<file path="src/rtl/regfile_writeback_if.sv">
// Write-back / read-port bundle for the architectural register file.
// master = pipeline side, slave = register file.
interface regfile_writeback_if #(
  parameter int DATA_W = 32,
  parameter int ADDR_W = 5,
  parameter int CNT_W  = 16
);
  logic [DATA_W-1:0] S3_ALUOUT;
  logic [ADDR_W-1:0] S3_WS;
  logic              S3_WE;
  logic [ADDR_W-1:0] ReadSelect1;
  logic [ADDR_W-1:0] ReadSelect2;
  logic [DATA_W-1:0] ReadData1;
  logic [DATA_W-1:0] ReadData2;
  logic [CNT_W-1:0]  WriteCount;

  modport master (
    output S3_ALUOUT, S3_WS, S3_WE,
    output ReadSelect1, ReadSelect2,
    input  ReadData1, ReadData2, WriteCount
  );

  modport slave (
    input  S3_ALUOUT, S3_WS, S3_WE,
    input  ReadSelect1, ReadSelect2,
    output ReadData1, ReadData2, WriteCount
  );
endinterface

</file>
<file path="src/rtl/regfile_writeback.sv">
// Architectural register file fed by stage three, with write-to-read
// bypass on both read ports and a saturating commit counter.
module regfile_writeback #(
  parameter int DATA_W   = 32,
  parameter int ADDR_W   = 5,
  parameter int ZERO_REG = 1,
  parameter int CNT_W    = 16
) (
  input logic               clk,
  input logic               reset,
  regfile_writeback_if.slave bus
);
  localparam int DEPTH = 2 ** ADDR_W;

  logic [DATA_W-1:0] regs_q [DEPTH];
  logic [CNT_W-1:0]  cnt_q;
  logic [CNT_W-1:0]  cnt_d;
  logic              we_eff;
  logic              ws_zero;

  // Writes to r0 are dropped when r0 is hardwired.
  always_comb begin
    ws_zero = (bus.S3_WS == '0);
    we_eff  = bus.S3_WE && !((ZERO_REG != 0) && ws_zero);
  end

  // Register array: clear on reset, else commit the effective write.
  always_ff @(posedge clk) begin
    if (reset) begin
      for (int i = 0; i < DEPTH; i++) begin
        regs_q[i] <= '0;
      end
    end else if (we_eff) begin
      regs_q[bus.S3_WS] <= bus.S3_ALUOUT;
    end
  end

  // Commit counter next state, holding at all-ones.
  always_comb begin
    cnt_d = cnt_q;
    if (we_eff && (cnt_q != '1)) begin
      cnt_d = cnt_q + 1'b1;
    end
  end

  // Commit counter register.
  always_ff @(posedge clk) begin
    if (reset) begin
      cnt_q <= '0;
    end else begin
      cnt_q <= cnt_d;
    end
  end

  // Read port 1: zero reg, then bypass, then array.
  always_comb begin
    bus.ReadData1 = regs_q[bus.ReadSelect1];
    if ((ZERO_REG != 0) && (bus.ReadSelect1 == '0)) begin
      bus.ReadData1 = '0;
    end else if (we_eff && (bus.S3_WS == bus.ReadSelect1)) begin
      bus.ReadData1 = bus.S3_ALUOUT;
    end
  end

  // Read port 2: zero reg, then bypass, then array.
  always_comb begin
    bus.ReadData2 = regs_q[bus.ReadSelect2];
    if ((ZERO_REG != 0) && (bus.ReadSelect2 == '0)) begin
      bus.ReadData2 = '0;
    end else if (we_eff && (bus.S3_WS == bus.ReadSelect2)) begin
      bus.ReadData2 = bus.S3_ALUOUT;
    end
  end

  assign bus.WriteCount = cnt_q;
endmodule

</file>
<file path="src/flat_wrapper.sv">
// flat-port wrapper written by rule: the top's interface ports become plain ports
module regfile_writeback_flat 
#(
  parameter int DATA_W   = 32,
  parameter int ADDR_W   = 5,
  parameter int ZERO_REG = 1,
  parameter int CNT_W    = 16
)
  (clk, reset, bus_S3_ALUOUT, bus_S3_WS, bus_S3_WE, bus_ReadSelect1, bus_ReadSelect2, bus_ReadData1, bus_ReadData2, bus_WriteCount);
  regfile_writeback_if #(.DATA_W(DATA_W), .ADDR_W(ADDR_W), .CNT_W(CNT_W)) bus_i ();
  input logic clk;
  input logic reset;
  input wire logic [$bits(bus_i.S3_ALUOUT)-1:0] bus_S3_ALUOUT;
  input wire logic [$bits(bus_i.S3_WS)-1:0] bus_S3_WS;
  input wire logic [$bits(bus_i.S3_WE)-1:0] bus_S3_WE;
  input wire logic [$bits(bus_i.ReadSelect1)-1:0] bus_ReadSelect1;
  input wire logic [$bits(bus_i.ReadSelect2)-1:0] bus_ReadSelect2;
  output wire logic [$bits(bus_i.ReadData1)-1:0] bus_ReadData1;
  output wire logic [$bits(bus_i.ReadData2)-1:0] bus_ReadData2;
  output wire logic [$bits(bus_i.WriteCount)-1:0] bus_WriteCount;
  assign bus_i.S3_ALUOUT = bus_S3_ALUOUT;
  assign bus_i.S3_WS = bus_S3_WS;
  assign bus_i.S3_WE = bus_S3_WE;
  assign bus_i.ReadSelect1 = bus_ReadSelect1;
  assign bus_i.ReadSelect2 = bus_ReadSelect2;
  assign bus_ReadData1 = bus_i.ReadData1;
  assign bus_ReadData2 = bus_i.ReadData2;
  assign bus_WriteCount = bus_i.WriteCount;
  regfile_writeback #(.DATA_W(DATA_W), .ADDR_W(ADDR_W), .ZERO_REG(ZERO_REG), .CNT_W(CNT_W)) u_core (.clk(clk), .reset(reset), .bus(bus_i));
endmodule
</file>
<file path="config.mk">
export PLATFORM = sky130hd
export DESIGN_NAME = regfile_writeback_flat
export DESIGN_NICKNAME = d
export VERILOG_FILES = /design/src/rtl/regfile_writeback_if.sv /design/src/rtl/regfile_writeback.sv /design/src/flat_wrapper.sv
export SDC_FILE = /design/constraint.sdc
export NUM_CORES = 2
export LEC_CHECK = 0
export CAP_MARGIN = 20
export CORE_MARGIN = 8
export CORE_UTILIZATION = 40
export DETAILED_ROUTE_END_ITERATION = 7
export HOLD_SLACK_MARGIN = 0.12
export PLACE_DENSITY = 0.58
export RECOVER_POWER = 25
export REMOVE_ABC_BUFFERS = 1
export SYNTH_ARGS = -nofsm -noshare
export SYNTH_HDL_FRONTEND = slang
export SYNTH_SLANG_ARGS = --single-unit
</file>
<file path="constraint.sdc">
create_clock -name clk -period 4.71 [get_ports clk]
set_input_delay 1.1775 -clock clk [delete_from_list [all_inputs] [get_ports clk]]
set_output_delay 1.1775 -clock clk [all_outputs]
set_load 0.05 [all_outputs]
</file>
Word level (Yosys, flattened, before mapping)
Memories as Yosys holds them, arrays and structs flattened.
Cells that the tools add are included.
- multiplexer cells: 12
- reductions and logical operators: 9
- equality and inequality tests: 3
- add/sub/neg operators: 1
- operators with widths (cell ; number):
    $mux 32 ; 5
    $reduce_or 32->1 ; 1
    $add 16x1->16 const B ; 1
    $ne 16x16->1 const B ; 1
    $logic_not 5->1 ; 3
    $eq 5x5->1 ; 2
    $mux 1 ; 6
    $mux 5 ; 1
    $logic_and 1x1->1 ; 4
    $logic_not 1->1 ; 1
- output and inout bits: 80
- memories: 1
- RAM bits: 1024
- input bits: 50
- bits in registers: 16
- word-level logic and storage cells: 27
- memory list (memory ; words ; width ; rd ports ; clocked after memory_dff ; wr ports ; line ; RTL):
    u_core.regs_q ; 32 ; 32 ; 2 ; 0 ; 32 ; regfile_writeback.sv:15 ; logic [DATA_W-1:0] regs_q [DEPTH];

Depth between registers and ports, before layout
- depth after elaboration: 8
- depth in mapped cells: 11
- gate-level depth less buffers: 7

Least setup slack after synthesis
Ideal clock, no wire load.
- kind: in2out
- start point: input port bus_ReadSelect1[0]
- end point: output port bus_ReadData1[23]
- data arrival time: 3.645 ns
- slack: -0.113 ns
- stages on the path: 10
- cells stage by stage: buf_4 -> buf_6 -> buf_6 -> buf_6 -> mux2i_1 -> a221oi_1 -> o21ai_0 -> o31ai_1 -> a31oi_1 -> a211oi_1
- longest elaborated chain between the ends: 4
- ends and longest elaborated chain (element ; line ; RTL):
    start, declared ; flat_wrapper.sv:16 ; input wire logic [$bits(bus_i.ReadSelect1)-1:0] bus_ReadSelect1;
    parallel branches: the longest is 3 deep, another holds $mem_v2 32x32 ; n/a ;
    $mux 32 (*) ; regfile_writeback.sv:58 ; if ((ZERO_REG != 0) && (bus.ReadSelect1 == '0)) begin
    end, declared ; flat_wrapper.sv:18 ; output wire logic [$bits(bus_i.ReadData1)-1:0] bus_ReadData1;
Mark *: on every way between the ends.

Worst setup path after layout
- start point: input port bus_S3_WS[3]
- end point: output port bus_ReadData1[19]
- longest elaborated chain between the ends: 6
- ends and longest elaborated chain (element ; line ; RTL):
    start, declared ; flat_wrapper.sv:14 ; input wire logic [$bits(bus_i.S3_WS)-1:0] bus_S3_WS;
    $logic_not 5->1 ; regfile_writeback.sv:23 ; ws_zero = (bus.S3_WS == '0);
    $logic_not 1->1 ; regfile_writeback.sv:24 ; we_eff = bus.S3_WE && !((ZERO_REG != 0) && ws_zero);
    $logic_and 1x1->1 ; regfile_writeback.sv:24 ;
    $logic_and 1x1->1 (*) ; regfile_writeback.sv:60 ; end else if (we_eff && (bus.S3_WS == bus.ReadSelect1)) begin
    $mux 32 (*) ; regfile_writeback.sv:60 ;
    $mux 32 (*) ; regfile_writeback.sv:58 ;
Mark *: on every way between the ends. The rest lies on a longest branch, timed or not.

==> results.json <==
{
  "grt_util_all_layers": 0.277,
  "nFillCells": 12300,
  "first_pass_iters": 5,
  "critPathSlowestCell": "or3_4",
  "grt_pass1_vias": 39500,
  "root_buffer": "clkbuf_16",
  "yosysTopAreaCellShare": 0.545,
  "initial_core_util": 0.401,
  "synth_ff_type": "edfxtp_1",
  "htreeDepth": 3,
  "rows": 138,
  "async_flop_share": 0,
  "clockBufferDepth": 3,
  "post-dp-hpwl_um": 142000,
  "cp-end-kind": "primary output",
  "period_minus_slack_ps": 4730,
  "clk_pin_slew_ps": 60,
  "hp-class": "register to register",
  "wire_per_inst_um": 34.0,
  "hold_viol": 0,
  "grt_max_degree": 37,
  "worstPathRequired_ps": 3530,
  "ys_ff_latch": 1040,
  "die_w_um": 392,
  "dpl.cell_count": 6203,
  "layout-drive-gt1-share": 0.284,
  "core_area_um2": 141000,
  "via_count": 39900,
  "cp-start-kind": "primary input",
  "grt.overflow.total": 0,
  "rsz0062_at_grt": "true",
  "cap_violations": 5,
  "viasPerCell": 6.18,
  "yosys_warnings": 0,
  "drc": 0,
  "wirelength_um": 219000,
  "clock_sinks": 1040,
  "run_status": "finished, violations left",
  "synthTopCellsByArea": "edfxtp_1 54%, mux4_2 15%, and2_1 11%, mux2i_1 4.9%, clkbuf_1 1.8%",
  "p_per_area_nw_per_um2": 353,
  "synth_top_cell_by_area": "edfxtp_1",
  "portBuffers": 129,
  "drt_iter0_markers": 5468,
  "layout.cells.non_filler": 6450,
  "cts-buffers-inserted": 112,
  "cts_tree": "done",
  "die_y_um": 392,
  "grt_pass1_wl_um": 301000,
  "tightest_slew_ps": 1890,
  "dpl_worst_slack_ps": -380,
  "ys_types": 71,
  "setup_viol_count_final": 5,
  "relSlewSlack": -0.259,
  "drtAntennaViolNets": 0,
  "antenna_found_initial": 9,
  "gp_congestion": 0.911,
  "clk-insertion-delay-late_ps": 730,
  "syn2layout_area_growth_pct": 21.2,
  "synthesis.area_um2": 56500,
  "worst_clock_skew_ps": 4.63,
  "slowest_delay_ps": 380,
  "p_leak_nw": 24.6,
  "io_pins": 130,
  "drv_slew": 94,
  "r2r_slack_ps": 2670,
  "crit_chain": "dlygate4sd2_1 -> or3_4 -> buf_6 -> o31a_1 -> buf_6 -> nand3_4 -> buf_12 -> nor2_1 -> nor3_2 -> buf_4 -> buf_12",
  "critPathArrivalTime_ps": 3560,
  "violations": "max-capacitance violations, max-slew violations, negative setup slack",
  "cp_max_fo": 7,
  "criticalPathCategory": "primary input to primary output",
  "fmax_mhz": 211,
  "layout_setup_ws_ps": -24.4,
  "yosysSeqAreaShare": 0.550,
  "period_share": 1.01,
  "fin_nets": 4506,
  "die_area_um2": 153000,
  "whs_ps": 536,
  "syn_avg_cell_area_um2": 14.0,
  "peakVddDrop_v": 0.000313,
  "synth_edf_count": 1024,
  "netlist_instances": 4038
}
Yosys cell counts (11+ instances only):
cell type,count
a22oi_1,48
buf_2,66
a211oi_1,62
a221oi_1,38
clkbuf_1,264
nor4_1,21
nor3_1,87
nand3_1,15
a21oi_1,34
o31ai_1,11
a31oi_1,14
o211ai_1,12
mux2_2,25
o22ai_1,68
mux2i_1,277
edfxtp_1,1024
buf_4,39
and2_1,994
nand2b_1,18
dfxtp_1,16
xor2_1,11
a22o_1,19
buf_6,38
xnor2_1,12
o21ai_0,58
nor2b_1,28
nor2_1,119
mux4_2,372
or2_2,33
nand2_1,70
a221o_1,27
flip-flops by register name, indices dropped and copies added (netlist names):
| signal | flops |
|---|---|
| u_core.regs_q | 1024 |
| u_core.bus.WriteCount | 16 |
worst max-delay path: cells and delay by family:
kind | cells | cell delay (ps)
compound gates | 1 | 300
buf+inv | 6 | 1050
simple gates | 4 | 1000
repair_timing:
item                                    in CTS  in global routing
hold buffers                                 0                  0
buffers inserted                             5                 16
pin swaps                                    3                  8
hold endpoints to repair                     0                  0
gates resized for setup                     32                 43
endpoints found under the setup margin      34                 41
cloned                                       3                  5
placed cells by master, fill, tap and decap left out, types with 26 or more instances in the layout:
| cell | Yosys | layout |
|---|---|---|
| edfxtp_1 | 1024 | 1024 |
| and2_1 | 994 | 930 |
| buf_4 | 39 | 436 |
| mux4_2 | 372 | 372 |
| mux2i_1 | 277 | 277 |
| buf_12 | 0 | 137 |
| clkbuf_16 | 0 | 121 |
| nor2_1 | 119 | 90 |
| nor3_1 | 87 | 74 |
| nand2_1 | 70 | 70 |
| o22ai_1 | 68 | 67 |
| and2_0 | 1 | 65 |
| a211oi_1 | 62 | 56 |
| o21ai_0 | 58 | 52 |
| a22oi_1 | 48 | 48 |
| clkdlybuf4s50_1 | 0 | 48 |
| clkbuf_1 | 264 | 42 |
| a221oi_1 | 38 | 36 |
| a21oi_1 | 34 | 34 |
| conb_1 | 1 | 32 |
| nor2_4 | 0 | 29 |
| clkinv_2 | 0 | 27 |
| a221o_1 | 27 | 26 |
worst paths after layout:
path | startpoint | endpoint | cells after the start
hold reg to reg | u_core.bus.WriteCount[14] | u_core.bus.WriteCount[14] | 2
hold / removal | u_core.bus.WriteCount[14] | u_core.bus.WriteCount[14] | 2
setup reg to reg | u_core.bus.WriteCount[7] | u_core.bus.WriteCount[13] | 6
setup / recovery | bus_S3_WS[3] | bus_ReadData1[19] | 11
routing by layer:
layer | wire length [µm] | GRT usage | share of wire | vias up
li1 | - | - | - | 16300
met1 | 85000 | 0.376 | 0.39 | 20600
met2 | 99400 | 0.433 | 0.45 | 2535
met3 | 23800 | 0.0566 | 0.11 | 493
met4 | 11100 | 0.118 | 0.051 | 0
met5 | 0 | 0 | 0 | -
stage by stage:
| step | cell area, µm² | power (mW) | setup TNS [ps] | util |
|---|---|---|---|---|
| final | 68400 | 24.1 | -39.7 | 0.486 |
| after floorplan | 54500 | 12.7 | -25910 | - |
| after global routing | 68400 | 24.7 | -29.1 | 0.486 |
| after global placement | 64100 | 15.0 | -3210 | 0.455 |
| after CTS | 68100 | 24.1 | 0 | 0.483 |
| after detailed placement | 64100 | 15.0 | -2920 | 0.455 |
cell families (layout without fill, tap and decap cells):
group / count (synthesis) / after routing / share of synthesized area
compound gates: 442 / 442 / 0.0564
simple gates: 1431 / 1431 / 0.149
mux: 674 / 674 / 0.202
other cells: 1 / 40 / 0.0000664
buf+inv: 426 / 909 / 0.0377
xor+xnor: 23 / 23 / 0.00357
flops: 1040 / 1040 / 0.550
fa+ha+maj: 1 / 1 / 0.000222
cell type report:
type	instances	area, µm²	share of cell area
Sequential cell	1040	31100	0.454
Multi-Input combinational cell	2603	23900	0.349
Timing Repair Buffer	690	7320	0.107
Clock buffer	143	3040	0.0445
Tap cell	1890	2360	0.0346
Clock inverter	68	696	0.0102
Inverter	8	30.0	0.000439
Antenna cell	8	20.0	0.000293
power breakdown:
group	internal (mW)	switching (mW)	total, mW	leakage, nW
logic	1.72	2.29	4.01	12.9
clock network	5.31	3.87	9.18	1.84
registers	10.7	0.256	10.9	9.88
Power figures use the tool's default switching activity.
